===== config.mk =====
export PLATFORM = sky130hd
export DESIGN_NAME = algo_8r8w1p_rdbuf
export DESIGN_NICKNAME = d
export VERILOG_FILES = /design/src/rtl/algo_8r8w1p_rdbuf.sv
export SDC_FILE = /design/constraint.sdc
export NUM_CORES = 2
export LEC_CHECK = 0
export ABC_CLOCK_PERIOD_IN_PS = 3400
export CELL_PAD_IN_SITES_DETAIL_PLACEMENT = 1
export CELL_PAD_IN_SITES_GLOBAL_PLACEMENT = 2
export CORE_ASPECT_RATIO = 1.4
export CORE_MARGIN = 4
export CORE_UTILIZATION = 25
export DETAILED_ROUTE_END_ITERATION = 8
export PLACE_DENSITY = 0.53
export REMOVE_ABC_BUFFERS = 1
export SLEW_MARGIN = 10
export SYNTH_ARGS = -nofsm -noshare
export SYNTH_HDL_FRONTEND = slang
export SYNTH_SLANG_ARGS = --single-unit

===== constraint.sdc =====
create_clock -name clk -period 3.4 [get_ports clk]
set_clock_uncertainty 0.2 [all_clocks]
set_input_delay 0.68 -clock clk [delete_from_list [all_inputs] [get_ports clk]]
set_output_delay 0.68 -clock clk [all_outputs]
set_load 0.005 [all_outputs]

===== src/rtl/algo_8r8w1p_rdbuf.sv =====
// +--------------------------------------------------------------------------+
// | algo_8r8w1p_rdbuf: credit-gated per-port read return buffer placed        |
// | behind the 8r8w 1-port memory wrapper. Optional: ALGO_RDBUF_ECCCNT_EN.    |
// | Rev 1.0                                                                   |
// +--------------------------------------------------------------------------+
`default_nettype none

module algo_8r8w1p_rdbuf #(
  parameter int NUMRDPT = 8,
  parameter int WIDTH   = 64,
  parameter int BITADDR = 13,
  parameter int BITPADR = 15,
  parameter int FIFODEP = 4,
  parameter int BITFIFO = 2
) (
  input  logic                       clk,
  input  logic                       rst,
  input  logic                       mem_ready,
  input  logic [NUMRDPT-1:0]         cl_read,
  input  logic [NUMRDPT*BITADDR-1:0] cl_rd_adr,
  output logic [NUMRDPT-1:0]         cl_rdy,
  output logic [NUMRDPT-1:0]         read,
  output logic [NUMRDPT*BITADDR-1:0] rd_adr,
  input  logic [NUMRDPT-1:0]         rd_vld,
  input  logic [NUMRDPT*WIDTH-1:0]   rd_dout,
  input  logic [NUMRDPT-1:0]         rd_serr,
  input  logic [NUMRDPT-1:0]         rd_derr,
  input  logic [NUMRDPT*BITPADR-1:0] rd_padr,
  output logic [NUMRDPT-1:0]         o_vld,
  input  logic [NUMRDPT-1:0]         o_rdy,
  output logic [NUMRDPT*WIDTH-1:0]   o_dout,
  output logic [NUMRDPT-1:0]         o_serr,
  output logic [NUMRDPT-1:0]         o_derr,
  output logic [NUMRDPT*BITPADR-1:0] o_padr,
  output logic [NUMRDPT-1:0]         err_spur
`ifdef ALGO_RDBUF_ECCCNT_EN
  ,
  output logic [15:0]                serr_cnt,
  output logic [15:0]                derr_cnt
`endif
);

  localparam int                 ENTW = WIDTH + 2 + BITPADR;
  localparam logic [BITFIFO+1:0] DEPW = (BITFIFO+2)'(FIFODEP);
  localparam logic [BITFIFO:0]   FULL = (BITFIFO+1)'(FIFODEP);

  assign rd_adr = cl_rd_adr;

  for (genvar i = 0; i < NUMRDPT; i++) begin : g_port
    logic [BITFIFO:0]   occ_q, occ_d, infl_q, infl_d;
    logic [BITFIFO-1:0] wptr_q, rptr_q;
    logic [ENTW-1:0]    mem_q [FIFODEP];
    logic [ENTW-1:0]    entry, head;
    logic               spur_q, rdy, issue, ret_ok, push, pop, vld;

    assign entry = {rd_dout[i*WIDTH +: WIDTH], rd_serr[i], rd_derr[i],
                    rd_padr[i*BITPADR +: BITPADR]};
    assign head  = mem_q[rptr_q];

    always_comb begin
      vld    = (occ_q != '0);
      // Credits: buffered plus outstanding entries never exceed the FIFO depth.
      rdy    = mem_ready & (({1'b0, occ_q} + {1'b0, infl_q}) < DEPW);
      issue  = cl_read[i] & rdy;
      ret_ok = rd_vld[i] & (infl_q != '0);
      push   = rd_vld[i] & (occ_q != FULL);
      pop    = vld & o_rdy[i];
      infl_d = infl_q;
      if (issue & ~ret_ok)      infl_d = infl_q + 1'b1;
      else if (~issue & ret_ok) infl_d = infl_q - 1'b1;
      occ_d = occ_q;
      if (push & ~pop)      occ_d = occ_q + 1'b1;
      else if (~push & pop) occ_d = occ_q - 1'b1;
    end

    always_ff @(posedge clk or negedge rst) begin
      if (!rst) begin
        occ_q  <= '0;
        infl_q <= '0;
        wptr_q <= '0;
        rptr_q <= '0;
        spur_q <= 1'b0;
        for (int k = 0; k < FIFODEP; k++) mem_q[k] <= '0;
      end else begin
        occ_q  <= occ_d;
        infl_q <= infl_d;
        if (rd_vld[i] && infl_q == '0) spur_q <= 1'b1;
        if (push) begin
          mem_q[wptr_q] <= entry;
          wptr_q        <= wptr_q + 1'b1;
        end
        if (pop) rptr_q <= rptr_q + 1'b1;
      end
    end

    assign cl_rdy[i]                     = rdy;
    assign read[i]                       = issue;
    assign o_vld[i]                      = vld;
    assign err_spur[i]                   = spur_q;
    assign o_dout[i*WIDTH +: WIDTH]      = head[ENTW-1 -: WIDTH];
    assign o_serr[i]                     = head[BITPADR+1];
    assign o_derr[i]                     = head[BITPADR];
    assign o_padr[i*BITPADR +: BITPADR]  = head[BITPADR-1:0];
  end

`ifdef ALGO_RDBUF_ECCCNT_EN
  localparam int CW = $clog2(NUMRDPT + 1);
  logic [CW-1:0] serr_pc, derr_pc;
  logic [16:0]   serr_sum, derr_sum;
  logic [15:0]   serr_cnt_q, derr_cnt_q;

  always_comb begin
    serr_pc = '0;
    derr_pc = '0;
    for (int k = 0; k < NUMRDPT; k++) begin
      serr_pc = serr_pc + CW'(rd_vld[k] & rd_serr[k]);
      derr_pc = derr_pc + CW'(rd_vld[k] & rd_derr[k]);
    end
    serr_sum = {1'b0, serr_cnt_q} + 17'(serr_pc);
    derr_sum = {1'b0, derr_cnt_q} + 17'(derr_pc);
  end

  always_ff @(posedge clk or negedge rst) begin
    if (!rst) begin
      serr_cnt_q <= '0;
      derr_cnt_q <= '0;
    end else begin
      serr_cnt_q <= serr_sum[16] ? 16'hFFFF : serr_sum[15:0];
      derr_cnt_q <= derr_sum[16] ? 16'hFFFF : derr_sum[15:0];
    end
  end

  assign serr_cnt = serr_cnt_q;
  assign derr_cnt = derr_cnt_q;
`else
  // ECC event counters are not built in this configuration.
`endif

endmodule

`default_nettype wire


-- Word-level counts from Yosys, hierarchy flattened
Index checks and enable logic that the tools add are counted.
- add/subtract/negate cells: 56
- $mul: 0
- divide/modulo/power cells: 0
- $lt $le $gt $ge: 32
- equal/unequal tests: 8
- shifts and indexed selects: 0
- multiplexer cells: 80
- bitwise logic cells: 120
- reduce and logical (&&, ||, !) cells: 56
- operators by type and width (kind ; number):
    bitwise mux 324 bit ; 8
    two-way mux 81 bit ; 24
    binary-select mux 81 bit (select 2 bit) ; 8
    demux 81 bit (select 2 bit) ; 8
    two-way mux 3 bit ; 32
    AND 1 bit ; 72
    adder 3 x 1 -> 3 bit (second input constant) ; 16
    >= comparator 3 bit (second input constant) ; 16
    inverter 2 -> 3 bit ; 16
    nonzero test 3 bit ; 16
    subtractor 3 x 1 -> 3 bit (second input constant) ; 16
    adder 2 x 1 -> 2 bit (second input constant) ; 16
    adder 3 x 3 -> 4 bit ; 8
    less-than comparator 4 x 3 -> 1 bit (second input constant) ; 8
    inverter 1 bit ; 32
    nonzero test 2 bit ; 16
    zero test 3 bit ; 8
    less-than comparator 3 x 1 -> 1 bit (second input constant) ; 8
    inequality test 3 bit (second input constant) ; 8
    logical AND 1 bit ; 16
- register bits: 2680
- latch bits: 0
- memory bits (writable): 0
- ROM bits: 0
- bits of input ports: 779
- output and inout port bits: 784
- logic and storage cells: 424
- memories: 0

-- Logic depth before layout (Yosys ltp)
- word-level depth: 8
- depth in mapped cells: 10
- gate-level depth less buffers: 10

-- Worst setup path after synthesis
OpenSTA, ideal clock, no wires.
- path type: register to register
- start: reg g_port[0].occ_q[2]
- end: reg g_port[0].infl_q[2]
- setup time: 0.079 ns
- data arrival time: 2.630 ns
- data required time: 3.121 ns
- slack: 0.491 ns
- stages on the path, launching flop included: 11
- buffers on the path: 0
- period minus slack after synthesis: 2.909 ns
- cell sequence: dfrtp_1 ha_1 or4b_2 a31oi_1 and2_1 ha_1 inv_1 fa_1 xor2_1 nor2_1 xor2_1
- longest elaborated chain between the ends: 7
- elaborated cells between the ends (all ways): 9
- those cells by class: 1 x add/sub; 1 x order compare; 1 x mux; 5 x bitwise; 1 x reduce/logical
- RTL lines (item ; line ; source):
    start: declaration ; 50 ; logic [BITFIFO:0] occ_q, occ_d, infl_q, infl_d;
    start signal: assignment ; 78 ; occ_q <= '0;
    start signal: assignment ; 85 ; occ_q <= occ_d;
    adder 3 x 3 -> 4 bit (*) ; 63 ; rdy = mem_ready & (({1'b0, occ_q} + {1'b0, infl_q}) < DEPW);
    less-than comparator 4 x 3 -> 1 bit (*) ; 63 ;
    AND 1 bit (*) ; 63 ;
    via g_port[0].rdy ; 54 ; logic spur_q, rdy, issue, ret_ok, push, pop, vld;
    AND 1 bit (*) ; 64 ; issue = cl_read[i] & rdy;
    via g_port[0].issue ; 54 ;
    inverter 1 bit ; 70 ; else if (~issue & ret_ok) infl_d = infl_q - 1'b1;
    AND 1 bit ; 70 ;
    nonzero test 2 bit (no line) ; - ;
    end signal: assignment ; 86 ; infl_q <= infl_d;
    end: declaration ; 50 ;
The timed path passes the listed nets; every way through them passes the cells marked *.
A chain may end at the register's enable or synchronous reset.

-- Worst setup path after layout
- start: reg g_port[6].infl_q[1]
- end: out read[6]
- longest elaborated chain between the ends: 4
- RTL lines (item ; line ; source):
    start: declaration ; 50 ;
    start signal: assignment ; 86 ;
    adder 3 x 3 -> 4 bit ; 63 ;
    less-than comparator 4 x 3 -> 1 bit ; 63 ;
    AND 1 bit ; 63 ;
    AND 1 bit ; 64 ;
    end: declaration ; 22 ; output logic [NUMRDPT-1:0] read,
No other way between the ends.

==> flow_summary_export.csv <==
group,metric,value,unit
sta,relSlewSlack,0.3486,
sta,tns,-30.54,ns
die,rows,299,
global_route,grt_pass1_vias,79590,
die,start_util,0.2510,
global_route,grt_max_degree,120,
sta,rsz0062_at_grt,"true",
logic_synthesis,syn_inst,6832,
die,dieArea,487200,sq um
worst_setup_path,cpMostUsedCell,"buf_6",
clocking,cts_max_path_buffers,4,
sta,fin_crit,3.719,ns
pwr,power_density,1144,nW/um^2
worst_setup_path,crit_chain,"ha_1, or4b_4, a31oi_4, buf_6, buf_6, and2_4, buf_6, buf_6",
sta,hold_viol,0,
global_route,gr-total-overflow,0,
worst_setup_path,r2r_start,"g_port[6].infl_q[1]$_DFFE_PN0P_",
logic_synthesis,yosys_warnings,0,
cells_and_area,areaGrowthSynthToFinish,32.51,%
pwr,netSwitchingFraction,0.3304,
clocking,cts.clk_slew.worst_paths,0.06,ns
job,drv_cap,0,
die,die_y,824.3,um
sta,tightest_slew,0.9771,ns
placed_design,gp_congestion,0.7763,
cells_and_area,drive_gt1_frac,0.5866,
global_route,grt_pass1_wl,626700,um
clocking,cts_inserted_buffers,309,
logic_synthesis,ys_ff_latch,2680,
pwr,totalPowerFinal,180400,uW
worst_setup_path,cp_slowest_cell,"or4b_4",
worst_setup_path,worstPathRequired,2.52,ns
pwr,p_clk_frac,0.193,
cells_and_area,layout_common_cells,"2659 x dfrtp_1, 2616 x mux2_2, 699 x buf_6, 680 x clkdlybuf4s50_1, 648 x mux4_2",
placed_design,dp_slack,-0.6169,ns
worst_setup_path,crit_path_end_kind,"primary output",
cells_and_area,stdcell_count,15400,
detailed_routing,drtAntennaViolNets,0,
sta,setup_slack,-0.3187,ns
detailed_routing,wl_per_cell,28.69,um
hold_path,hp-start,"o_rdy[7]",
sta,finalCritPeriodShare,1.094,
pwr,p_int,120800,uW
pwr,leakage,0.06470,uW
worst_setup_path,slowest_delay,0.52,ns
detailed_routing,drt_first_iter_violations,2467,
detailed_routing,routed_wl,441800,um
clocking,cts_tree,"done",
detailed_routing,wl_met3,44000,um
sta,slew_viol_final,0,
detailed_routing,vias,70080,
sta,fmax,268.9,MHz
pwr,pwr-share-seq,0.317,
worst_setup_path,crit_type,"reg2out",
global_route,grt.total_usage,0.1769,
logic_synthesis,synth_seq_area_share,0.5636,
logic_synthesis,synth_area,119000,sq um
logic_synthesis,synth.avg_cell_area,17.42,sq um
detailed_routing,drc,0,
worst_setup_path,crit_start,"g_port[6].infl_q[1]$_DFFE_PN0P_",
detailed_routing,drt_first_pass_iters,4,
die,die_w,591.1,um
logic_synthesis,synth_cell_types,29,
detailed_routing,highest_layer,"met5",
cells_and_area,final_nets,9627,
clocking,clkSinkCount,2680,
worst_setup_path,cp-start-kind,"register",
run_status,violations,"setup timing",
global_route,antenna_found_initial,219,
placed_design,numPlacedInstances,14300,
clocking,clock_latency,0.97,ns
placed_design,dpl.hpwl,311000,um
hold_path,min_path_type,"in2reg",
pwr,ir_drop,537.6,uV
cells_and_area,fillers,48480,
run_status,outcome,"finished, violations left",
detailed_routing,drt-met1-wl,167800,um
worst_setup_path,path_max_fanout,4,
worst_setup_path,arrival,2.84,ns
pwr,p_sw,59600,uW
pwr,combPwrFrac,0.490,
detailed_routing,met2_length,213600,um
clocking,htree_num_levels,5,
cells_and_area,final_common_cell,"dfrtp_1",
die,ioPinCount,1563,
sta,setup_viol,389,
detailed_routing,vias_per_cell,4.550,
placed_design,io_buffers,1354,
clocking,cts_root_buf,"clkbuf_16",
die,core,474000,sq um
Yosys cell counts (all sizes together):
| cell | n | area [sq um] |
|---|---|---|
| buf | 299 | 2270 |
| xnor2 | 40 | 350.3 |
| xor2 | 32 | 280.3 |
| nand3 | 8 | 40.04 |
| nand2 | 40 | 150.1 |
| or4b | 8 | 80.08 |
| nor2 | 48 | 260.3 |
| clkbuf | 237 | 2731 |
| a21o | 8 | 60.06 |
| mux2 | 2616 | 29460 |
| dfrtp | 2680 | 67060 |
| and2 | 8 | 50.05 |
| mux4 | 648 | 14590 |
| inv | 32 | 120.1 |
| or3 | 8 | 51.30 |
| nor3 | 8 | 40.04 |
| and2b | 8 | 62.56 |
| nor3b | 8 | 100.1 |
| nand2b | 8 | 50.05 |
| ha | 64 | 800.8 |
| fa | 16 | 320.3 |
| a31oi | 8 | 50.05 |
registers in the layout, indices dropped and copies added (netlist names):
name and cells:
g_port.mem_q 2592, g_port.infl_q 24, g_port.occ_q 24, g_port.rptr_q 16, g_port.wptr_q 16, g_port.spur_q 8
metrics by stage:
stage	cell area [sq um]	utilization	hold WS (ns)
4_1_cts	154300	0.3256	0.04109
5_1_grt	157600	0.3325	0.08611
3_5_place_dp	140200	0.2957	0.2558
2_1_floorplan	114000	-	0.1844
6_report	157700	0.3326	0.1572
3_3_place_gp	140200	0.2957	0.2449
metal layers:
metal  GRT usage  vias to the layer above
li1            -                    29200
met1      0.2054                    37950
met2      0.2952                     1936
met3     0.07553                      818
met4     0.05109                      178
met5    0.007871                        -
power by group through the flow:
| stage | sequential (uW) | clock, uW | combinational [uW] |
|---|---|---|---|
| final | 57100 | 34800 | 88400 |
| after global routing | 59200 | 37700 | 94300 |
| after CTS | 57300 | 36300 | 84800 |
| after detailed placement | 58200 | 0 | 80100 |
| after global placement | 56600 | 0 | 78800 |
| after floorplan | 56800 | 0 | 39700 |
cells by family (layout without fill, tap and decap cells):
| group | Yosys count | after routing | share of synthesized area |
|---|---|---|---|
| flip-flops | 2680 | 2680 | 0.5636 |
| AO/OA/AOI/OAI | 16 | 16 | 0.0009254 |
| buffers and inverters | 568 | 2753 | 0.04304 |
| AND/OR/NAND/NOR | 152 | 152 | 0.007435 |
| XOR/XNOR | 72 | 72 | 0.005300 |
| multiplexers | 3264 | 3264 | 0.3702 |
| other | 0 | 62 | 0 |
| adder cells (fa/ha/maj) | 80 | 80 | 0.009422 |
final timing paths:
check | end | slack [ns] | cells past startpoint
min | g_port[7].rptr_q[1]$_DFFE_PN0P_ | 0.16 | 3
max reg2reg | g_port[6].infl_q[2]$_DFFE_PN0P_ | 0.15 | 14
min in group asynchronous | g_port[0].mem_q[186]$_DFFE_PN0P_ | 0.20 | 2
max in group asynchronous | g_port[6].mem_q[154]$_DFFE_PN0P_ | 1.43 | 4
max | read[6] | -0.32 | 8
min reg2reg | g_port[3].spur_q$_DFFE_PN0P_ | 0.27 | 1
final cells by class:
| class | instances | area [sq um] | share of cell area |
|---|---|---|---|
| inverters | 32 | 120.1 | 0.0007618 |
| multi-input cells | 3584 | 47130 | 0.2989 |
| well taps | 6321 | 7909 | 0.05016 |
| clock inverters | 97 | 1266 | 0.008031 |
| flip-flops and latches | 2680 | 67130 | 0.4258 |
| diodes | 62 | 155.1 | 0.0009840 |
| repair buffers | 2161 | 24740 | 0.1569 |
| clock buffers | 463 | 9215 | 0.05845 |
worst max-delay path, delay by kind of cell (launching register included):
family	cells	cell delay, ns
DFF	1	0.43
and+or+nand+nor	2	0.65
adders and majority gates	1	0.21
AOI/OAI and AO/OA	1	0.16
buffers and inverters	4	0.43
what timing repair did:
action                                  in CTS  in global routing
hold buffers                                 1                  0
cloned                                      37                  7
pin swaps                                   19                 10
endpoints found under the setup margin     673                646
gates resized for setup                   3101               1136
hold endpoints to repair                    48                  0
buffers inserted                           293                205
Note: power is estimated with default switching activity, not from simulation.
